==> src/rtl/mem_arb_pkg.sv <==
// Shared types and constants for the data-memory port arbiter.
// Included by the arbiter top and its access-legality checker.
package mem_arb_pkg;

  typedef enum logic [1:0] {
    IDLE  = 2'd0,
    ISSUE = 2'd1,
    CAPT  = 2'd2,
    RESP  = 2'd3
  } state_e;

  typedef enum logic {
    OWN_I = 1'b0,
    OWN_D = 1'b1
  } owner_e;

  localparam logic [2:0] F3_B  = 3'b000;
  localparam logic [2:0] F3_H  = 3'b001;
  localparam logic [2:0] F3_W  = 3'b010;
  localparam logic [2:0] F3_BU = 3'b100;
  localparam logic [2:0] F3_HU = 3'b101;

endpackage

==> src/rtl/mem_align_check.sv <==
// Combinational legality check for one RV32 load/store: flags misaligned
// addresses and funct3 codes that are not valid for the access direction.
module mem_align_check
  import mem_arb_pkg::*;
(
  input  logic [1:0] addr_lo,
  input  logic [2:0] funct3,
  input  logic       we,
  output logic       err
);

  // Unsigned sub-word codes exist only for loads; anything unlisted is illegal.
  always_comb begin
    err = 1'b0;
    case (funct3)
      F3_B:    err = 1'b0;
      F3_BU:   err = we;
      F3_H:    err = addr_lo[0];
      F3_HU:   err = we | addr_lo[0];
      F3_W:    err = (addr_lo != 2'b00);
      default: err = 1'b1;
    endcase
  end

endmodule

==> src/rtl/mem_port_arbiter.sv <==
// Arbitrates the single-port data memory between fetch (I) and LSU (D),
// sequencing each access as accept / command / capture / response.
module mem_port_arbiter
  import mem_arb_pkg::*;
#(
  parameter int ADDR_W     = 32,
  parameter int DATA_W     = 32,
  parameter int STARVE_LIM = 2
) (
  input  logic              clk,
  input  logic              rst_n,
  input  logic              i_req_valid,
  output logic              i_req_ready,
  input  logic [ADDR_W-1:0] i_req_addr,
  output logic              i_rsp_valid,
  output logic [DATA_W-1:0] i_rsp_data,
  output logic              i_rsp_err,
  input  logic              d_req_valid,
  output logic              d_req_ready,
  input  logic [ADDR_W-1:0] d_req_addr,
  input  logic [DATA_W-1:0] d_req_wdata,
  input  logic              d_req_we,
  input  logic [2:0]        d_req_funct3,
  output logic              d_rsp_valid,
  output logic [DATA_W-1:0] d_rsp_data,
  output logic              d_rsp_err,
  output logic [ADDR_W-1:0] m_addr,
  output logic [DATA_W-1:0] m_wdata,
  output logic              m_read,
  output logic              m_write,
  output logic [2:0]        m_funct3,
  input  logic [DATA_W-1:0] m_rdata,
  output logic              busy
);

  localparam int CNT_W = (STARVE_LIM < 2) ? 1 : $clog2(STARVE_LIM + 1);
  localparam logic [CNT_W-1:0] LIM = CNT_W'(STARVE_LIM);

  state_e            state_q, state_d;
  owner_e            owner_q, owner_d;
  logic              we_q, we_d;
  logic [CNT_W-1:0]  starve_q, starve_d;
  logic [ADDR_W-1:0] m_addr_q, m_addr_d;
  logic [DATA_W-1:0] m_wdata_q, m_wdata_d;
  logic              m_read_q, m_read_d;
  logic              m_write_q, m_write_d;
  logic [2:0]        m_funct3_q, m_funct3_d;
  logic              i_rsp_valid_q, i_rsp_valid_d;
  logic [DATA_W-1:0] i_rsp_data_q, i_rsp_data_d;
  logic              i_rsp_err_q, i_rsp_err_d;
  logic              d_rsp_valid_q, d_rsp_valid_d;
  logic [DATA_W-1:0] d_rsp_data_q, d_rsp_data_d;
  logic              d_rsp_err_q, d_rsp_err_d;
  logic              busy_q, busy_d;

  logic              idle_s;
  logic              grant_d_s;
  logic              grant_i_s;
  logic              accept_s;
  logic [ADDR_W-1:0] acc_addr_s;
  logic              acc_we_s;
  logic [2:0]        acc_f3_s;
  logic              acc_err_s;

  // Ready is gated by rst_n so every output reads 0 while reset is held.
  always_comb begin
    idle_s    = (state_q == IDLE) & rst_n;
    grant_d_s = d_req_valid & ~(i_req_valid & (starve_q == LIM));
    grant_i_s = i_req_valid & ~grant_d_s;
    accept_s  = idle_s & (grant_d_s | grant_i_s);
    if (grant_d_s) begin
      acc_addr_s = d_req_addr;
      acc_we_s   = d_req_we;
      acc_f3_s   = d_req_funct3;
    end else begin
      acc_addr_s = i_req_addr;
      acc_we_s   = 1'b0;
      acc_f3_s   = F3_W;
    end
  end

  assign d_req_ready = idle_s & grant_d_s;
  assign i_req_ready = idle_s & grant_i_s;

  mem_align_check u_align (
    .addr_lo (acc_addr_s[1:0]),
    .funct3  (acc_f3_s),
    .we      (acc_we_s),
    .err     (acc_err_s)
  );

  // Next-state, strobe and response computation for the access sequencer.
  always_comb begin
    state_d       = state_q;
    owner_d       = owner_q;
    we_d          = we_q;
    starve_d      = starve_q;
    m_addr_d      = m_addr_q;
    m_wdata_d     = m_wdata_q;
    m_read_d      = 1'b0;
    m_write_d     = 1'b0;
    m_funct3_d    = 3'b000;
    i_rsp_valid_d = 1'b0;
    i_rsp_data_d  = i_rsp_data_q;
    i_rsp_err_d   = i_rsp_err_q;
    d_rsp_valid_d = 1'b0;
    d_rsp_data_d  = d_rsp_data_q;
    d_rsp_err_d   = d_rsp_err_q;

    // Starvation bookkeeping applies to error grants as well as legal ones.
    if (d_req_ready && i_req_valid) begin
      if (starve_q != LIM) begin
        starve_d = starve_q + {{(CNT_W-1){1'b0}}, 1'b1};
      end else begin
        starve_d = starve_q;
      end
    end else if (i_req_ready) begin
      starve_d = '0;
    end else begin
      starve_d = starve_q;
    end

    case (state_q)
      IDLE: begin
        if (accept_s) begin
          owner_d = grant_d_s ? OWN_D : OWN_I;
          we_d    = acc_we_s;
          if (acc_err_s) begin
            state_d = RESP;
            if (grant_d_s) begin
              d_rsp_valid_d = 1'b1;
              d_rsp_data_d  = '0;
              d_rsp_err_d   = 1'b1;
            end else begin
              i_rsp_valid_d = 1'b1;
              i_rsp_data_d  = '0;
              i_rsp_err_d   = 1'b1;
            end
          end else begin
            state_d    = ISSUE;
            m_addr_d   = acc_addr_s;
            m_wdata_d  = grant_d_s ? d_req_wdata : '0;
            m_read_d   = ~acc_we_s;
            m_write_d  = acc_we_s;
            m_funct3_d = acc_f3_s;
          end
        end else begin
          state_d = IDLE;
        end
      end
      ISSUE: state_d = CAPT;
      CAPT: begin
        state_d = RESP;
        if (owner_q == OWN_D) begin
          d_rsp_valid_d = 1'b1;
          d_rsp_data_d  = we_q ? '0 : m_rdata;
          d_rsp_err_d   = 1'b0;
        end else begin
          i_rsp_valid_d = 1'b1;
          i_rsp_data_d  = m_rdata;
          i_rsp_err_d   = 1'b0;
        end
      end
      RESP:    state_d = IDLE;
      default: state_d = IDLE;
    endcase

    busy_d = (state_d != IDLE);
  end

  // State and registered-output flops.
  always_ff @(posedge clk or negedge rst_n) begin
    if (!rst_n) begin
      state_q       <= IDLE;
      owner_q       <= OWN_I;
      we_q          <= 1'b0;
      starve_q      <= '0;
      m_addr_q      <= '0;
      m_wdata_q     <= '0;
      m_read_q      <= 1'b0;
      m_write_q     <= 1'b0;
      m_funct3_q    <= 3'b000;
      i_rsp_valid_q <= 1'b0;
      i_rsp_data_q  <= '0;
      i_rsp_err_q   <= 1'b0;
      d_rsp_valid_q <= 1'b0;
      d_rsp_data_q  <= '0;
      d_rsp_err_q   <= 1'b0;
      busy_q        <= 1'b0;
    end else begin
      state_q       <= state_d;
      owner_q       <= owner_d;
      we_q          <= we_d;
      starve_q      <= starve_d;
      m_addr_q      <= m_addr_d;
      m_wdata_q     <= m_wdata_d;
      m_read_q      <= m_read_d;
      m_write_q     <= m_write_d;
      m_funct3_q    <= m_funct3_d;
      i_rsp_valid_q <= i_rsp_valid_d;
      i_rsp_data_q  <= i_rsp_data_d;
      i_rsp_err_q   <= i_rsp_err_d;
      d_rsp_valid_q <= d_rsp_valid_d;
      d_rsp_data_q  <= d_rsp_data_d;
      d_rsp_err_q   <= d_rsp_err_d;
      busy_q        <= busy_d;
    end
  end

  assign m_addr      = m_addr_q;
  assign m_wdata     = m_wdata_q;
  assign m_read      = m_read_q;
  assign m_write     = m_write_q;
  assign m_funct3    = m_funct3_q;
  assign i_rsp_valid = i_rsp_valid_q;
  assign i_rsp_data  = i_rsp_data_q;
  assign i_rsp_err   = i_rsp_err_q;
  assign d_rsp_valid = d_rsp_valid_q;
  assign d_rsp_data  = d_rsp_data_q;
  assign d_rsp_err   = d_rsp_err_q;
  assign busy        = busy_q;

endmodule
==> config.mk <==
export PLATFORM = sky130hd
export DESIGN_NAME = mem_port_arbiter
export DESIGN_NICKNAME = d
export VERILOG_FILES = /design/src/rtl/mem_arb_pkg.sv /design/src/rtl/mem_align_check.sv /design/src/rtl/mem_port_arbiter.sv
export SDC_FILE = /design/constraint.sdc
export NUM_CORES = 1
export LEC_CHECK = 0
export CORE_AREA = 3 3 127 129
export DETAILED_ROUTE_END_ITERATION = 8
export DIE_AREA = 0 0 130 132
export PLACE_DENSITY_LB_ADDON = 0.12
export SLEW_MARGIN = 20
export SYNTH_ARGS = -nofsm -noshare
export SYNTH_HDL_FRONTEND = slang
export SYNTH_SLANG_ARGS = --single-unit
==> constraint.sdc <==
create_clock -name clk -period 3.9 [get_ports clk]
set_input_delay 0.78 -clock clk [delete_from_list [all_inputs] [get_ports clk]]
set_output_delay 0.78 -clock clk [all_outputs]
set_load 0.05 [all_outputs]
==> results of run 1 <==
routing by layer:
layer  wire length (microns)  up-vias  part of all wire
met5                       0        -                 0
met4                     345        0             0.020
met3                    1560       23             0.089
met2                    8490      207              0.49
met1                    7030     2395              0.40
li1                        -     2313                 -
flip-flops by register name, indices dropped and copies added, names as in the netlist:
name	flops
owner_q	1
m_write	1
we_q	1
i_rsp_data	32
i_rsp_valid	1
state_q	2
i_rsp_err	1
m_wdata	32
busy	1
m_addr	32
d_rsp_err	1
m_read	1
d_rsp_data	32
d_rsp_valid	1
m_funct3	3
starve_q	2
worst max-delay path by stage:
stage	start	end	slack [ns]	depth (start not counted)
4_1_cts	d_req_valid	d_req_ready	0.74	4
3_3_place_gp	d_req_valid	d_req_ready	0.79	4
3_5_place_dp	d_req_valid	d_req_ready	0.75	4
5_1_grt	i_req_valid	d_req_ready	0.62	4
2_1_floorplan	d_req_valid	i_req_ready	1.07	4
6_report	d_req_valid	d_req_ready	0.75	4
cells by family (layout without fill, tap and decap cells):
group	after synthesis	after routing	synth area share
simple gates	159	159	0.106
flops	144	144	0.603
compound gates	85	85	0.118
buf+inv	71	354	0.0528
mux	64	64	0.114
fa+ha+maj	3	3	0.00628
through the flow:
| step | hold WS, ns | util | total power [mW] | instances |
|---|---|---|---|---|
| after CTS | 0.297 | 0.631 | 9.10 | 997 |
| after global placement | 0.466 | 0.589 | 7.25 | 966 |
| after global routing | 0.311 | 0.631 | 9.44 | 997 |
| final | 0.296 | 0.631 | 9.01 | 997 |
| after floorplan | 0.454 | - | 5.56 | 526 |
| after detailed placement | 0.478 | 0.589 | 7.32 | 966 |
power by group:
group | total (mW) | switching (mW) | internal, mW
registers | 2.50 | 0.365 | 2.13
logic | 4.78 | 3.14 | 1.64
clock network | 1.74 | 0.603 | 1.14
final cells by class:
class | count | share of cell area
clock inverters | 9 | 0.0162
repair buffers | 285 | 0.298
clock buffers | 22 | 0.0507
inverters | 38 | 0.0149
well taps | 188 | 0.0246
multi-input cells | 311 | 0.218
flip-flops and latches | 144 | 0.377
cell usage in the layout, fill, tap and decap left out, types with 5 or more instances in the layout:
cell and count:
sky130_fd_sc_hd__mux2i_1 32, sky130_fd_sc_hd__clkdlybuf4s50_1 272, sky130_fd_sc_hd__inv_1 38, sky130_fd_sc_hd__o21ai_0 5
sky130_fd_sc_hd__clkbuf_16 17, sky130_fd_sc_hd__nand2_1 140, sky130_fd_sc_hd__mux2_1 32, sky130_fd_sc_hd__nor2_1 6
sky130_fd_sc_hd__dfrtp_1 144, sky130_fd_sc_hd__buf_4 10, sky130_fd_sc_hd__a22o_1 65
critical path, stage by stage:
cell and delay, ns:
sky130_fd_sc_hd__clkdlybuf4s50_1 0.53, sky130_fd_sc_hd__a21boi_4 0.51, sky130_fd_sc_hd__and3_1 0.37, sky130_fd_sc_hd__buf_12 0.18
==> impl.org, run 1 <==
** Critical path
- The worst setup path is captured at an output pin.
- Worst R2R Path Depth :: 7
- Req. time, crit path :: 3.12 ns
- In this run the worst path has a maximum fanout of 21.
- The endpoint identified for the worst register-to-register timing path is m_addr[30].
- Data arrives at the worst endpoint at 2.37 ns.
- The worst setup path is of the in -> out kind.
- The worst setup path is launched from an input port.
- Worst-case register-to-register setup slack :: 1.48 ns
- The startpoint identified for the worst register-to-register timing path is starve_q[0].

** Power and ir drop
- Leakage power :: 4.35 nW
- VDD sags by at most 0.473 mV.
- Power per standard cell area :: 943 nW/um^2

** Timing
- Maximum achievable frequency :: 317 MHz
- The worst path in the final design needs a cycle of 3.15 ns, including I/O delays and setup.
- Final worst path period share :: 0.808
- For the pin with the worst max-slew slack, the measured transition is 0.788 ns.
- Relative slew slack :: 0.475
- Final max-slew violation count :: 0
- Summed over all failing endpoints, the final setup total negative slack is 0 ns.
- Fin worst setup slack :: 0.750 ns
- Setup repair after global routing left no endpoint under its margin.
- Final count of hold timing violations :: 0
- Final setup violation count :: 0
- Setup Skew :: 0.00868 ns

** Logic synthesis
- Post-synth ARST share :: 1.00
- The mapped netlist covers 5970 sq um.
- Mean Syn Cell Area :: 11.4 sq um
- Counting flops and latches in the post-synthesis netlist gives 144.
- Yosys printed 0 warnings.
- The most common cell in the synthesized netlist is sky130_fd_sc_hd__dfrtp_1.
- For this run, the leading register cell type out of synthesis is sky130_fd_sc_hd__dfrtp_1.
- Post-Synthesis Net Count :: 665
- The share of synthesized area in the top cell type comes to 0.603.
- Top post-synthesis cells by area :: sky130_fd_sc_hd__dfrtp_1, sky130_fd_sc_hd__a22o_1, sky130_fd_sc_hd__nand2_1, sky130_fd_sc_hd__mux2_1, sky130_fd_sc_hd__mux2i_1
- Yosys mapped the design onto 34 distinct sky130hd cell types.
- Proportion of synthesized chip area in sequential cells :: 0.603
- Number of flops mapped to enable cells by yosys :: 0
- By count the netlist is led by sky130_fd_sc_hd__dfrtp_1, sky130_fd_sc_hd__nand2_1, sky130_fd_sc_hd__a22o_1.
- Summed over all instances, the cell type with the most area after synthesis is sky130_fd_sc_hd__dfrtp_1.
- Counting every instance in the synthesized netlist gives 526.

** Floorplanning
- For this design the top-level I/O count stands at 276.
- Area of the die :: 17200 sq um
- For this configuration, the core starts out at a cell density of 0.394.
- From bottom edge to top edge, the die measures 132 microns.
- Die boundary width :: 130 microns
- Site row count :: 45
- The core region is 15100 sq um.

** Global routing
- Via count of the first global-routing pass :: 5310
- Global routing finished with a remaining overflow of 0.
- Met3 track demand over resource in global routing :: 0.0782
- GRT Resource Usage Total :: 0.209
- Largest net degree at the start of global routing :: 63
- The first global-routing pass estimated 28000 microns of wire.
- The global routing stage identified its most utilized layer as met2.
- Met2 global-route usage :: 0.342
- The number of antenna violations at the first check in global routing was 0.
- GR Util met1 :: 0.249

** Cells and area
- Diode insertion count for antenna repair :: 0
- Final std cell area, no fill :: 9560 sq um
- Summing all multi-input logic gate instances after layout gives 2090 sq um.
- Counting the fill cells in the layout gives 1183.
- Sequential cell area :: 3600 sq um
- The net count of the finished layout is 936.
- Relative to the synthesized area, the layout overhead comes to 60.0%.
- Fraction of layout instances using a drive strength above 1 :: 0.0606

** Clock tree
- Clock tree synthesis found a total of 144 sinks.
- The cell sitting at the root of the clock tree is a sky130_fd_sc_hd__clkbuf_16.
- Hold-fix buffers at CTS :: 0
- Clock buffer count from CTS :: 17
- The longest clock path from root to sink contains 2 buffers.
- TritonCTS built the clock tree.
- Depth of the CTS H-tree :: 4
- For the worst-skew pair, the clock arrives at the later sink with an insertion delay of 0.42 ns.
- Clock-pin slew was measured on the worst setup and hold paths at 0.06 ns.
- Setup fix buffers added after clock tree synthesis :: 0
- Post-CTS repair changed the size of 0 cells.

** Place
- The wire-length estimate of the detail-placed layout is 12700 microns.
- During placement, the flow inserted port buffers numbering 275.
- Post-placement cell area :: 8920 sq um
- Placer congestion estimate :: 0.807
- Placement Setup Slack :: 0.748 ns

** Routing
- After detailed routing, the number of remaining DRC violations is 0.
- Dividing the detail-routed wire length by the instance count gives 17.5 microns.
- Overall routed net length :: 17400 microns
- Before antenna repair, the detailed router went through 4 iterations.
- Detailed routing inserted a total of 4938 vias.
- In the routed layout, each cell is associated on average with a via count of 4.95.
- Post-DRT Antenna Nets :: 0
- Iter 0 DRT Violations :: 183

** Outcome
- Outcome :: completed

** Run
- The tool flagged a number of max-cap violations equal to 0.

** Min path
- In this run the worst hold path is classified as in -> async.
Power figures use the tool's default switching activity.
==> run 2: changes to the inputs <==
- clock period: 3.9 -> 3.15 ns (I/O delays scaled with it)
==> run 2 against run 1 <==
Net effect: utilization grew 0.21 points; largest cell class unchanged; die area is the same; clock-buffer cell count is the same; first-iteration DRC count grew 11%; sequential share of layout area shrank 0.12 points; highest routed layer unchanged; via count grew 0.97%; critical path type unchanged; hold slack lost 0.16 ns; non-clock buffer count grew 3; combinational power grew 24%.
==> impl.org, run 2 (synthesized netlist as in run 1, its figures left out) <==
** Outcome
- Outcome :: completed

** Routing
- Using the TritonRoute via totals, the vias-per-cell ratio works out to 4.98.
- Wires add up to 17200 microns.
- Iter 0 DRT Violations :: 204
- Once detail routing completed, the nets flagged for antenna violations numbered 0.
- For this run, the detailed router's first-pass iteration total came to 4.
- Routed len/inst :: 17.2 microns
- The routed layout has 4986 vias.
- DRC :: 0

** Clock tree
- Clock latency at the later pin of the worst-skew pair :: 0.41 ns
- The cell sitting at the root of the clock tree is a sky130_fd_sc_hd__clkbuf_16.
- The number of clock buffers added by TritonCTS is 17.
- After clock tree synthesis, the flow added hold-fix buffers numbering 0.
- Setup fix buffers added after clock tree synthesis :: 0
- Clock-pin slew was measured on the worst setup and hold paths at 0.06 ns.
- Cts repair resizes :: 0
- The clock drives 144 sinks.
- Maximum number of buffers from clock root to sink :: 2
- CTS tree :: yes
- Depth of the CTS H-tree :: 4

** Cells and area
- Count of non-filler cells in the finished layout :: 1001
- Diode insertion count for antenna repair :: 0
- The top cell types in the final layout, fill and taps aside, are sky130_fd_sc_hd__clkdlybuf4s50_1, sky130_fd_sc_hd__dfrtp_1, sky130_fd_sc_hd__nand2_1.
- Fraction of layout instances using a drive strength above 1 :: 0.0627
- Net total in the final layout :: 939
- The area growth from synthesis to layout is 60.5%.
- Fillcell total :: 1217
- Most common library cell in the layout ignoring fill and taps :: sky130_fd_sc_hd__clkdlybuf4s50_1

** Critical path
- On the worst path, the slowest cell contributes a delay of 0.54 ns.
- Endpoint type of the worst setup path :: output pin
- Cell at the slowest stage of the critical path :: sky130_fd_sc_hd__clkdlybuf4s50_1
- Worst-path cell chain :: clkdlybuf4s50_1, a21boi_4, and3_1, buf_12
- The critical path in this run is classified as in -> out.
- Worst Path Buf+Inv :: 2
- Req. time, crit path :: 2.52 ns
- In this design, the largest share of critical-path delay is due to buffers and inverters.
- Crit start category :: input port
- Highest net fanout along the worst path :: 5
- Data on the critical path arrives at its endpoint at 1.94 ns.

** Global routing
- Entering global routing, the biggest net connects 62 pins.
- Antenna violations before repair :: 0
- For this run the aggregate overflow at the end of global routing stands at 0.
- Across every metal layer, demand over resource in global routing totals 0.208.
- Via count of the first global-routing pass :: 5440
- Global-route wire length before repair :: 28100 microns

** Floorplanning
- Chip height :: 132 microns
- The region available for standard cell placement spans 15100 sq um.
- Area of the die :: 17200 sq um
- Top-Level Pins :: 276
- In this run the core area contains 45 standard-cell rows.
- Measured along the x axis, the die boundary spans 130 microns.
- Effective utilization at floorplan :: 0.394

** Place
- In this run the tool buffered the top-level ports with 275 buffer cells.
- # placed instances :: 969
- Detailed placement HPWL :: 12600 microns
- Placer congestion estimate :: 0.800

** Timing
- Post-layout min period :: 2.57 ns
- For the pin with the worst max-slew slack, the measured transition is 0.743 ns.
- Dividing the final minimum period by the clock period gives 0.817.
- Final setup violation count :: 0
- Setup repair after global routing left no endpoint under its margin.
- Final total negative setup slack :: 0 ns
- Based on the critical path, the design can be clocked at up to 389 MHz.
- Headroom to the max-slew limit came out at 0.505.
- Final max-slew violation count :: 0
- Clock skew on the completed layout was measured at 0.00638 ns.
- Final count of hold timing violations :: 0

** Power and ir drop
- IR analysis of the VDD net gives a maximum drop of 0.563 mV.
- Leakage power :: 4.36 nW
- Power per standard cell area :: 1160 nW/um^2

** Run
- Across the run, the number of max-cap violations was 0.

** Min path
- The tightest min-delay check is of the in -> async type.
## run 2: cell count changes in the layout (fill, tap and decap cells not counted), sizes merged
cell	change
clkinvlp	+1
buf	+3
## run 2: metal layers
metal | GRT usage | routed length (microns)
met5 | 0 | 0
met3 | 0.0810 | 1640
met2 | 0.343 | 8340
met4 | 0.0814 | 420
met1 | 0.243 | 6820
## run 2: area by class of cell
type / instances / area, sq um / share of cell area
Clock buffer: 22 / 464 / 0.0484
Timing Repair Buffer: 288 / 2900 / 0.302
Multi-Input combinational cell: 311 / 2090 / 0.218
Clock inverter: 10 / 159 / 0.0166
Sequential cell: 144 / 3600 / 0.376
Tap cell: 188 / 235 / 0.0245
Inverter: 38 / 143 / 0.0149
## run 2: stage by stage
stage | util | hold WS (ns) | area [sq um] | power (mW) | worst slack, ns
after floorplan | - | 0.334 | 5970 | 6.88 | 0.623
after global placement | 0.592 | 0.467 | 8970 | 8.98 | 0.382
after detailed placement | 0.592 | 0.477 | 8970 | 9.08 | 0.273
after CTS | 0.633 | 0.129 | 9590 | 11.2 | 0.587
after global routing | 0.633 | 0.145 | 9590 | 11.7 | 0.521
final | 0.633 | 0.132 | 9590 | 11.1 | 0.577
## run 2: path summary, 6_finish.rpt
path,from,to,slack (ns),cells after the start
min,rst_n,state_q[0],0.13,1
max reg2reg,starve_q[0],d_rsp_data[19],0.90,7
max in group asynchronous,rst_n,i_rsp_data[16],1.94,2
max,d_req_valid,d_req_ready,0.58,4
min in group clk,m_addr[17],m_addr[17],0.48,1
min reg2reg,m_addr[17],m_addr[17],0.48,1
## run 2: power by group
| group | total (mW) | internal, mW | leakage [nW] | switching, mW |
|---|---|---|---|---|
| registers | 3.09 | 2.64 | 1.86 | 0.449 |
| clock network | 2.11 | 1.36 | 0.300 | 0.748 |
| logic | 5.93 | 2.05 | 2.20 | 3.88 |
| total | 11.1 | 6.05 | 4.36 | 5.08 |
